**src/rtl/uart_rx.sv**
```systemverilog
// 8N1 UART receiver with 2-flop input synchronizer, show-ahead receive FIFO and sticky error flags.
// Define UART_RX_PARITY_EN for 8E1 framing with an added o_parity_err flag.
module uart_rx #(
  parameter int CLKS_PER_BIT = 434,
  parameter int FIFO_DEPTH   = 4
) (
  input  logic       i_clk,
  input  logic       i_rst_n,
  input  logic       i_rx_serial,
  input  logic       i_rd,
  input  logic       i_clr_err,
  output logic [7:0] o_data,
  output logic       o_rx_ready,
  output logic       o_rx_DV,
  output logic       o_frame_err,
  output logic       o_overrun
`ifdef UART_RX_PARITY_EN
  ,
  output logic       o_parity_err
`endif
);

  localparam int CW = $clog2(CLKS_PER_BIT);
  localparam int AW = $clog2(FIFO_DEPTH);
  localparam logic [CW-1:0] HALF_END = CW'(CLKS_PER_BIT / 2 - 1);
  localparam logic [CW-1:0] BIT_END  = CW'(CLKS_PER_BIT - 1);
  localparam logic [AW:0]   FULL_CNT = (AW + 1)'(FIFO_DEPTH);

  localparam logic [2:0] IDLE   = 3'd0;
  localparam logic [2:0] START  = 3'd1;
  localparam logic [2:0] DATA   = 3'd2;
  localparam logic [2:0] STOP   = 3'd3;
  localparam logic [2:0] BREAK  = 3'd4;
  localparam logic [2:0] PARITY = 3'd5;

  logic          rx_p0, rx_p1, rx_s;
  logic [2:0]    state;
  logic [CW-1:0] clk_cnt;
  logic [2:0]    bit_idx;
  logic [7:0]    shift_q;
  logic          bit_end, half_end, stop_smp, push_req, frame_set;
  logic          vld_p1;
  logic [7:0]    data_p1;
  logic [7:0]    mem [FIFO_DEPTH];
  logic [AW-1:0] wr_ptr, rd_ptr;
  logic [AW:0]   count;
  logic          pop, push, ovr_set;
  logic          frame_q, overrun_q;

  // Stage p0/p1: metastability synchronizer, idles high
  always_ff @(posedge i_clk or negedge i_rst_n) begin
    if (!i_rst_n) begin
      rx_p0 <= 1'b1;
      rx_p1 <= 1'b1;
    end else begin
      rx_p0 <= i_rx_serial;
      rx_p1 <= rx_p0;
    end
  end
  assign rx_s = rx_p1;

  assign bit_end   = (clk_cnt == BIT_END);
  assign half_end  = (clk_cnt == HALF_END);
  assign stop_smp  = (state == STOP) && bit_end;
  assign frame_set = stop_smp && !rx_s;

`ifdef UART_RX_PARITY_EN
  logic par_q, par_bad, par_set, parity_q;
  assign par_bad  = par_q != (^shift_q);
  assign par_set  = stop_smp && par_bad;
  assign push_req = stop_smp && rx_s && !par_bad;
`else
  assign push_req = stop_smp && rx_s;
`endif

  always_ff @(posedge i_clk or negedge i_rst_n) begin
    if (!i_rst_n) begin
      state   <= IDLE;
      clk_cnt <= '0;
      bit_idx <= '0;
      vld_p1  <= 1'b0;
    end else begin
      vld_p1 <= push_req;
      case (state)
        IDLE: begin
          clk_cnt <= '0;
          if (!rx_s) state <= START;
        end
        START: begin
          if (half_end) begin
            clk_cnt <= '0;
            bit_idx <= '0;
            state   <= rx_s ? IDLE : DATA;
          end else begin
            clk_cnt <= clk_cnt + 1'b1;
          end
        end
        DATA: begin
          if (bit_end) begin
            clk_cnt <= '0;
            bit_idx <= bit_idx + 1'b1;
`ifdef UART_RX_PARITY_EN
            if (bit_idx == 3'd7) state <= PARITY;
`else
            if (bit_idx == 3'd7) state <= STOP;
`endif
          end else begin
            clk_cnt <= clk_cnt + 1'b1;
          end
        end
        PARITY: begin
          if (bit_end) begin
            clk_cnt <= '0;
            state   <= STOP;
          end else begin
            clk_cnt <= clk_cnt + 1'b1;
          end
        end
        STOP: begin
          if (bit_end) begin
            clk_cnt <= '0;
            state   <= rx_s ? IDLE : BREAK;
          end else begin
            clk_cnt <= clk_cnt + 1'b1;
          end
        end
        BREAK: begin
          clk_cnt <= '0;
          if (rx_s) state <= IDLE;
        end
        default: state <= IDLE;
      endcase
    end
  end

  // Stage p1: assembled byte travels with vld_p1 into the FIFO
  always_ff @(posedge i_clk) begin
    if ((state == DATA) && bit_end) shift_q[bit_idx] <= rx_s;
`ifdef UART_RX_PARITY_EN
    if ((state == PARITY) && bit_end) par_q <= rx_s;
`endif
    if (push_req) data_p1 <= shift_q;
  end

  // Pop is resolved before push, so a full FIFO read in the push cycle still accepts the byte
  assign pop     = i_rd && (count != '0);
  assign push    = vld_p1 && ((count != FULL_CNT) || pop);
  assign ovr_set = vld_p1 && !push;

  always_ff @(posedge i_clk or negedge i_rst_n) begin
    if (!i_rst_n) begin
      wr_ptr <= '0;
      rd_ptr <= '0;
      count  <= '0;
    end else begin
      if (push) wr_ptr <= wr_ptr + 1'b1;
      if (pop)  rd_ptr <= rd_ptr + 1'b1;
      case ({push, pop})
        2'b10:   count <= count + 1'b1;
        2'b01:   count <= count - 1'b1;
        default: count <= count;
      endcase
    end
  end

  always_ff @(posedge i_clk) begin
    if (push) mem[wr_ptr] <= data_p1;
  end

  always_ff @(posedge i_clk or negedge i_rst_n) begin
    if (!i_rst_n) begin
      frame_q   <= 1'b0;
      overrun_q <= 1'b0;
    end else begin
      frame_q   <= frame_set | (frame_q & ~i_clr_err);
      overrun_q <= ovr_set | (overrun_q & ~i_clr_err);
    end
  end

`ifdef UART_RX_PARITY_EN
  always_ff @(posedge i_clk or negedge i_rst_n) begin
    if (!i_rst_n) parity_q <= 1'b0;
    else          parity_q <= par_set | (parity_q & ~i_clr_err);
  end
  assign o_parity_err = parity_q;
`endif

  assign o_rx_ready  = (count != '0);
  assign o_data      = o_rx_ready ? mem[rd_ptr] : 8'h00;
  assign o_rx_DV     = push;
  assign o_frame_err = frame_q;
  assign o_overrun   = overrun_q;

endmodule

```
**config.mk**
```make
export PLATFORM = sky130hd
export DESIGN_NAME = uart_rx
export DESIGN_NICKNAME = d
export VERILOG_FILES = /design/src/rtl/uart_rx.sv
export SDC_FILE = /design/constraint.sdc
export NUM_CORES = 1
export LEC_CHECK = 0
export ABC_CLOCK_PERIOD_IN_PS = 4600
export BUFFER_PORTS_ARGS = -buffer_cell sky130_fd_sc_hd__buf_2
export CAP_MARGIN = 10
export CORE_UTILIZATION = 60
export DETAILED_ROUTE_END_ITERATION = 7
export PLACE_DENSITY = 0.85
export SYNTH_ARGS = -nofsm -noshare
export SYNTH_HDL_FRONTEND = slang
export SYNTH_SLANG_ARGS = --single-unit
```
**constraint.sdc**
```tcl
create_clock -name i_clk -period 4.6 [get_ports i_clk]
set_input_delay 0.92 -clock i_clk [delete_from_list [all_inputs] [get_ports i_clk]]
set_output_delay 0.92 -clock i_clk [all_outputs]
set_load 0.01 [all_outputs]
```
Word level (Yosys, flattened, before mapping)
Memories as Yosys holds them, arrays and structs flattened.
Cells that the tools add are included.
{ "op_classes": {"n_eq_ne": 18, "n_addsub": 6, "reduce_logical": 20, "n_mux": 23, "n_bitwise": 5, "magnitude_cmp": 2} }
{ "op_table": {"columns": ["cell", "count"], "rows": [
  ["3-bit 2-to-1 mux", 10],
  ["9-bit case mux with 3 select lines", 1],
  ["9-bit 2-to-1 mux", 2],
  ["3-bit case mux with 6 select lines", 1],
  ["2-bit inequality test, second input constant", 7],
  ["3-bit case mux with 2 select lines", 2],
  ["9-bit by 1-bit adder with 9-bit output, second input constant", 1],
  ["3-bit equality test, second input constant", 3],
  ["9-bit by 8-bit equality test with 1-bit output, second input constant", 1],
  ["9-bit equality test, second input constant", 1],
  ["8-bit bitwise mux", 1],
  ["1-bit logical AND", 8],
  ["8-bit 2-to-1 mux", 1],
  ["7-bit AND reduction", 1],
  ["3-bit by 1-bit adder with 3-bit output, second input constant", 2],
  ["3-bit by 2-bit equality test with 1-bit output, second input constant", 2],
  ["3-bit nonzero test", 2],
  ["2-bit by 1-bit adder with 2-bit output, second input constant", 2],
  ["3-bit by 4-bit less-than comparator with 1-bit output, second input constant", 1],
  ["2-bit nonzero test", 2],
  ["1-bit demux with 3-bit select", 1],
  ["3-bit by 1-bit equality test with 1-bit output, second input constant", 1],
  ["3-bit by 1-bit >= comparator with 1-bit output, second input constant", 1],
  ["3-bit logical NOT", 1],
  ["14 further kinds", 19]
]} }
{ "word_totals": {"wordCells": 88, "mem_bits_rw": 32, "input_bits": 5, "output_inout_bits": 12, "mem_count": 1, "ff_bits": 43} }
{ "memory_table": {"columns": ["name", "words", "width", "read_ports", "rd_ports_with_merged_regs", "wr", "line_no", "rtl"], "rows": [
  ["mem", 4, 8, 1, 0, 1, "44", "logic [7:0] mem [FIFO_DEPTH];"]
]} }

Longest topological paths before layout
{ "depth": {"word_depth": 7, "depth_mapped": 10, "depth_no_buf": 9} }

Worst setup path before layout
Ideal clock, no wire load.
{ "synth_timing": {"kind": "input to register", "start": "in i_rd", "end": "reg count[2]", "path_stages": 10, "setup_time_ns": 0.079, "arrival_time_ns": 2.537, "n_path_buf": 1, "path_slack_ns": 1.984, "t_required_ns": 4.521, "path_cell_list": "nor4b_1 nor2b_1 clkbuf_1 inv_1 ha_1 inv_1 fa_1 xor2_1 nor2_1 xor2_1"} }
{ "synth_between": {"elab_chain_cells": 5, "word_cells_on_any_way": 7, "classes_between": "eq/ne: 2; mux: 1; reduce/logical: 4"} }
{ "synth_rtl": {"columns": ["element", "line_no", "rtl"], "rows": [
  ["from (decl)", "10", "input logic i_rd,"],
  ["1-bit logical AND *", "146", "assign pop = i_rd && (count != '0);"],
  ["1-bit logical OR *", "147", "assign push = vld_p1 && ((count != FULL_CNT) || pop);"],
  ["1-bit logical AND *", "147", null],
  ["named net o_rx_DV", "14", "output logic o_rx_DV,"],
  ["2-bit by 1-bit equality test with 1-bit output / 2-bit equality test (equally long branches)", "158", "case ({push, pop})"],
  ["3-bit case mux with 2 select lines / 2-bit nonzero test (equally long branches)", null, null],
  ["to (signal assigned)", "159", "2'b10: count <= count + 1'b1;"],
  ["to (signal assigned)", "160", "2'b01: count <= count - 1'b1;"],
  ["to (signal assigned)", "161", "default: count <= count;"],
  ["to (decl)", "46", "logic [AW:0] count;"]
]} }
The timed path passes the listed nets; every way through them passes the cells marked *.
A chain may end at the register's enable or synchronous reset.

Worst setup path after layout
{ "layout_timing": {"start": "reg rd_ptr[0]", "end": "out o_data[1]"} }
{ "layout_between": {"elab_chain_cells": 2} }
{ "layout_rtl": {"columns": ["element", "line_no", "rtl"], "rows": [
  ["from (decl)", "45", "logic [AW-1:0] wr_ptr, rd_ptr;"],
  ["from (signal assigned)", "157", "if (pop) rd_ptr <= rd_ptr + 1'b1;"],
  ["memory 4 x 8 bit", null, null],
  ["8-bit 2-to-1 mux", "189", "assign o_data = o_rx_ready ? mem[rd_ptr] : 8'h00;"],
  ["to (decl)", "12", "output logic [7:0] o_data,"]
]} }
No other way between the ends.

==> run summary <==
The run finished with clean final reports. The multi-input logic area came out at roughly 0.0011 mm2. The setup total negative slack came out at 0 ps.

The final max-slew violation count came out at 0. The worst setup path is of the flop to output port kind. The synthesized design contains 48 enable-type register cells.

For this run, the share of the core covered by cells in the final layout is 69.0%. The final total power is roughly 1.2 mW. The arrival time reported for the critical path endpoint is approximately 1900 ps. The antenna diode instance count came out at 0. The post-CTS clock slew at the launch and capture registers of the worst setup and hold paths is 70 ps.

Entering global routing, the biggest net connects 28 pins. For this block, the routed nets add up to between 4 and 5 mm of wire. The global-route wire length before repair is a little under 8 mm.

The area inside the core boundary came out at between 0.005 and 0.006 mm2. The number of routed nets with antenna violations came out at 0. The detailed placement HPWL came out at approximately 3.4 mm.

The number of global-route vias before repair is between 1500 and 2000. The post-detailed-route DRC marker count came out at 0. The number of detailed-routing iterations run before antenna repair is 4.

The proportion of synthesized chip area in sequential cells is between 60% and 70%. Once routing completed, OpenROAD measured the worst setup slack at between 1500 and 2000 ps. The filler cell count is approximately 350. The capturing element type of the critical path is an output port. Setup repair after global routing left no endpoint under its margin.

Post-CTS repair changed the size of 0 cells. The via count is between 1500 and 2000. The synthesized area per cell is 14.3 um2. The post-CTS repair timing setup buffer count is 0.

Based on the critical path, the design can be clocked at up to between 300 and 400 MHz. The share of synthesized registers carrying an async set or reset came out at a little over a third. The total track usage came out at a little under a fifth. Setup violations remaining at the end of the flow were counted as 0.

The x dimension of the die came out at between 70 and 80 um. The count of unique library cells instantiated by Yosys is 47. The number of hold buffers added after CTS was 0. The worst-case vdd ir drop is 0.191 mV.

Counting flops and latches in the post-synthesis netlist gives 75. The final weighted congestion of routability-driven global placement is between 0.7 and 0.8. The number of placed cells counting well taps came out at between 300 and 400.

The initial utilization of the core area, before any placement, comes to roughly 63%. The required time of the critical path came out at approximately 3700 ps. The worst slack at placement is 1720 ps. The height of the die is roughly 76 um. Dividing the detail-routed via count by the number of cells gives 5.63. The synthesized cell area is 0.00327 mm2. For the pin with the worst max-slew slack, the measured transition is 1120 ps. From synthesis to final layout, the design area changed by 9.27%.

In the synthesized netlist the dominant register cell turns out to be edfxtp_1. The relative slew slack is about a quarter. Global routing finished with a remaining overflow of 0. The maximum fanout along the worst path is 10. By area the synthesized netlist is led by edfxtp_1, dfrtp_1, mux4_2. The smallest clock period supported by the final layout is computed as 2840 ps. The total clock buffers created by CTS is 9. In this run the number of H-tree levels came out at 3. The share of layout cells above drive strength 1 is between 10% and 20%. The tool flagged a number of max-cap violations equal to 0.

The standby leakage power came out at between 1 and 1.5 nW. The clock tree root buffer cell is clkbuf_8. The number of nets in the synthesized netlist is 244.

The total I/O pin count came out at 17. After the first detailed-routing iteration, the DRC count stood at 43. The die outline area came out at 0.00574 mm2. TritonCTS built the clock tree.

The register cell area after layout came out at ~0.0021 mm2. The count of clock tree sinks is 75. The period utilization came out at between 60% and 70%. The hold violation count in the final report came out at 0.

The number of cells in the finished layout apart from fillers came out at roughly 320. The tightest min-delay check is of the flop to flop type. The library cell used most frequently in the layout, excluding fill and tap cells, is edfxtp_1.

Leaving out fill and tap cells, the most frequent cells in the layout are edfxtp_1, dfrtp_1, nor2_1. Across the routed clock network, the largest skew measured is 10.0 ps. The synthesis warning total is 0.

In this run the core area contains 26 standard-cell rows. The ratio of total power to cell area is between 300 and 400 mW/mm2. The clock latency on the worst-skew pair came out at ~330 ps. edfxtp_1 takes more of the synthesized area than any other cell. The port buffer count is 16. The detail-routed net length per standard cell came out at 15.0 um. The longest clock path from root to sink contains 2 buffers. The net count of the finished layout came out at ~260. Synthesis produced a netlist whose cell count is about 230. STA classifies the critical path startpoint as a flop.

The initial antenna violation count is 0. The fraction of post-synthesis cell area in the top cell type by area came out at around 44%.
==> metal layers <==
metal  global-route usage, %  share of wire (%)  vias up
met5                       0                  0        -
met4                    9.05                1.7        0
met3                    6.48                3.8       11
met2                    30.7                 50       33
met1                    23.5                 44      893
li1                        -                  -      869
==> area by class of cell <==
cell class	count	area share, %
Multi-Input combinational cell	133	29.6
Inverter	12	1.26
Tap cell	70	2.45
Clock inverter	6	1.61
Clock buffer	9	3.47
Sequential cell	75	59.4
Timing Repair Buffer	16	2.24
==> kinds of logic (layout without fill, tap and decap cells) <==
logic type                 after synthesis  in the layout  synth area share [%]
and+or+nand+nor                         80             80                  14.1
xor gates and xnor gates                13             13                  3.49
AOI/OAI and AO/OA                       21             21                  4.75
muxes                                    8              8                  5.52
DFF                                     75             75                  64.9
buffers and inverters                   20             43                  2.80
adders and majority gates               11             11                  4.44
==> flip-flops by register name, summed over array words and instances, names as in the netlist <==
register,cells
bit_idx,3
clk_cnt,9
count,3
data_p1,8
mem,32
o_frame_err,1
o_overrun,1
rd_ptr,2
rx_p0,1
rx_p1,1
shift_q,8
state,3
vld_p1,1
wr_ptr,2
==> worst paths after layout <==
kind / cells past startpoint / slack, ps / start / endpoint
worst min register to register: 0 / 360 / rx_p0 / rx_p1
worst max-delay path: 3 / 1760 / rd_ptr[0] / o_data[1]
worst min-delay path: 0 / 360 / rx_p0 / rx_p1
min in group asynchronous: 1 / 580 / i_rst_n / count[0]
max in group asynchronous: 1 / 3610 / i_rst_n / clk_cnt[2]
worst max register to register: 6 / 2150 / clk_cnt[1] / data_p1[2]
==> through the flow <==
stage	instance area (um2)	hold WS [ps]
after floorplan	3270	345
after global placement	3390	346
after detailed placement	3390	349
after CTS	3570	360
after global routing	3570	361
final	3570	358
==> cells in the mapped netlist (4+ instances only) <==
cell       n
nand2_1   15
nor2_1    19
edfxtp_1  48
mux4_2     8
xor2_1    10
inv_1     12
dfrtp_1   25
o21ai_0    5
and2_1    14
nand3_1    5
ha_1      10
buf_2      4
==> worst max-delay path: stages, from the launching register on <==
cell and delay (ps):
dfrtp_1 700, mux4_2 580, and2_1 170, buf_2 130
==> where the power goes <==
| group | switching, mW | total [mW] | leakage, nW | internal [mW] |
|---|---|---|---|---|
| registers | 0.00152 | 0.715 | 0.776 | 0.713 |
| clock network | 0.218 | 0.460 | 0.0862 | 0.243 |
| logic | 0.00539 | 0.00691 | 0.518 | 0.00152 |
| total | 0.225 | 1.18 | 1.38 | 0.957 |
(Power assumes the default switching activity.)
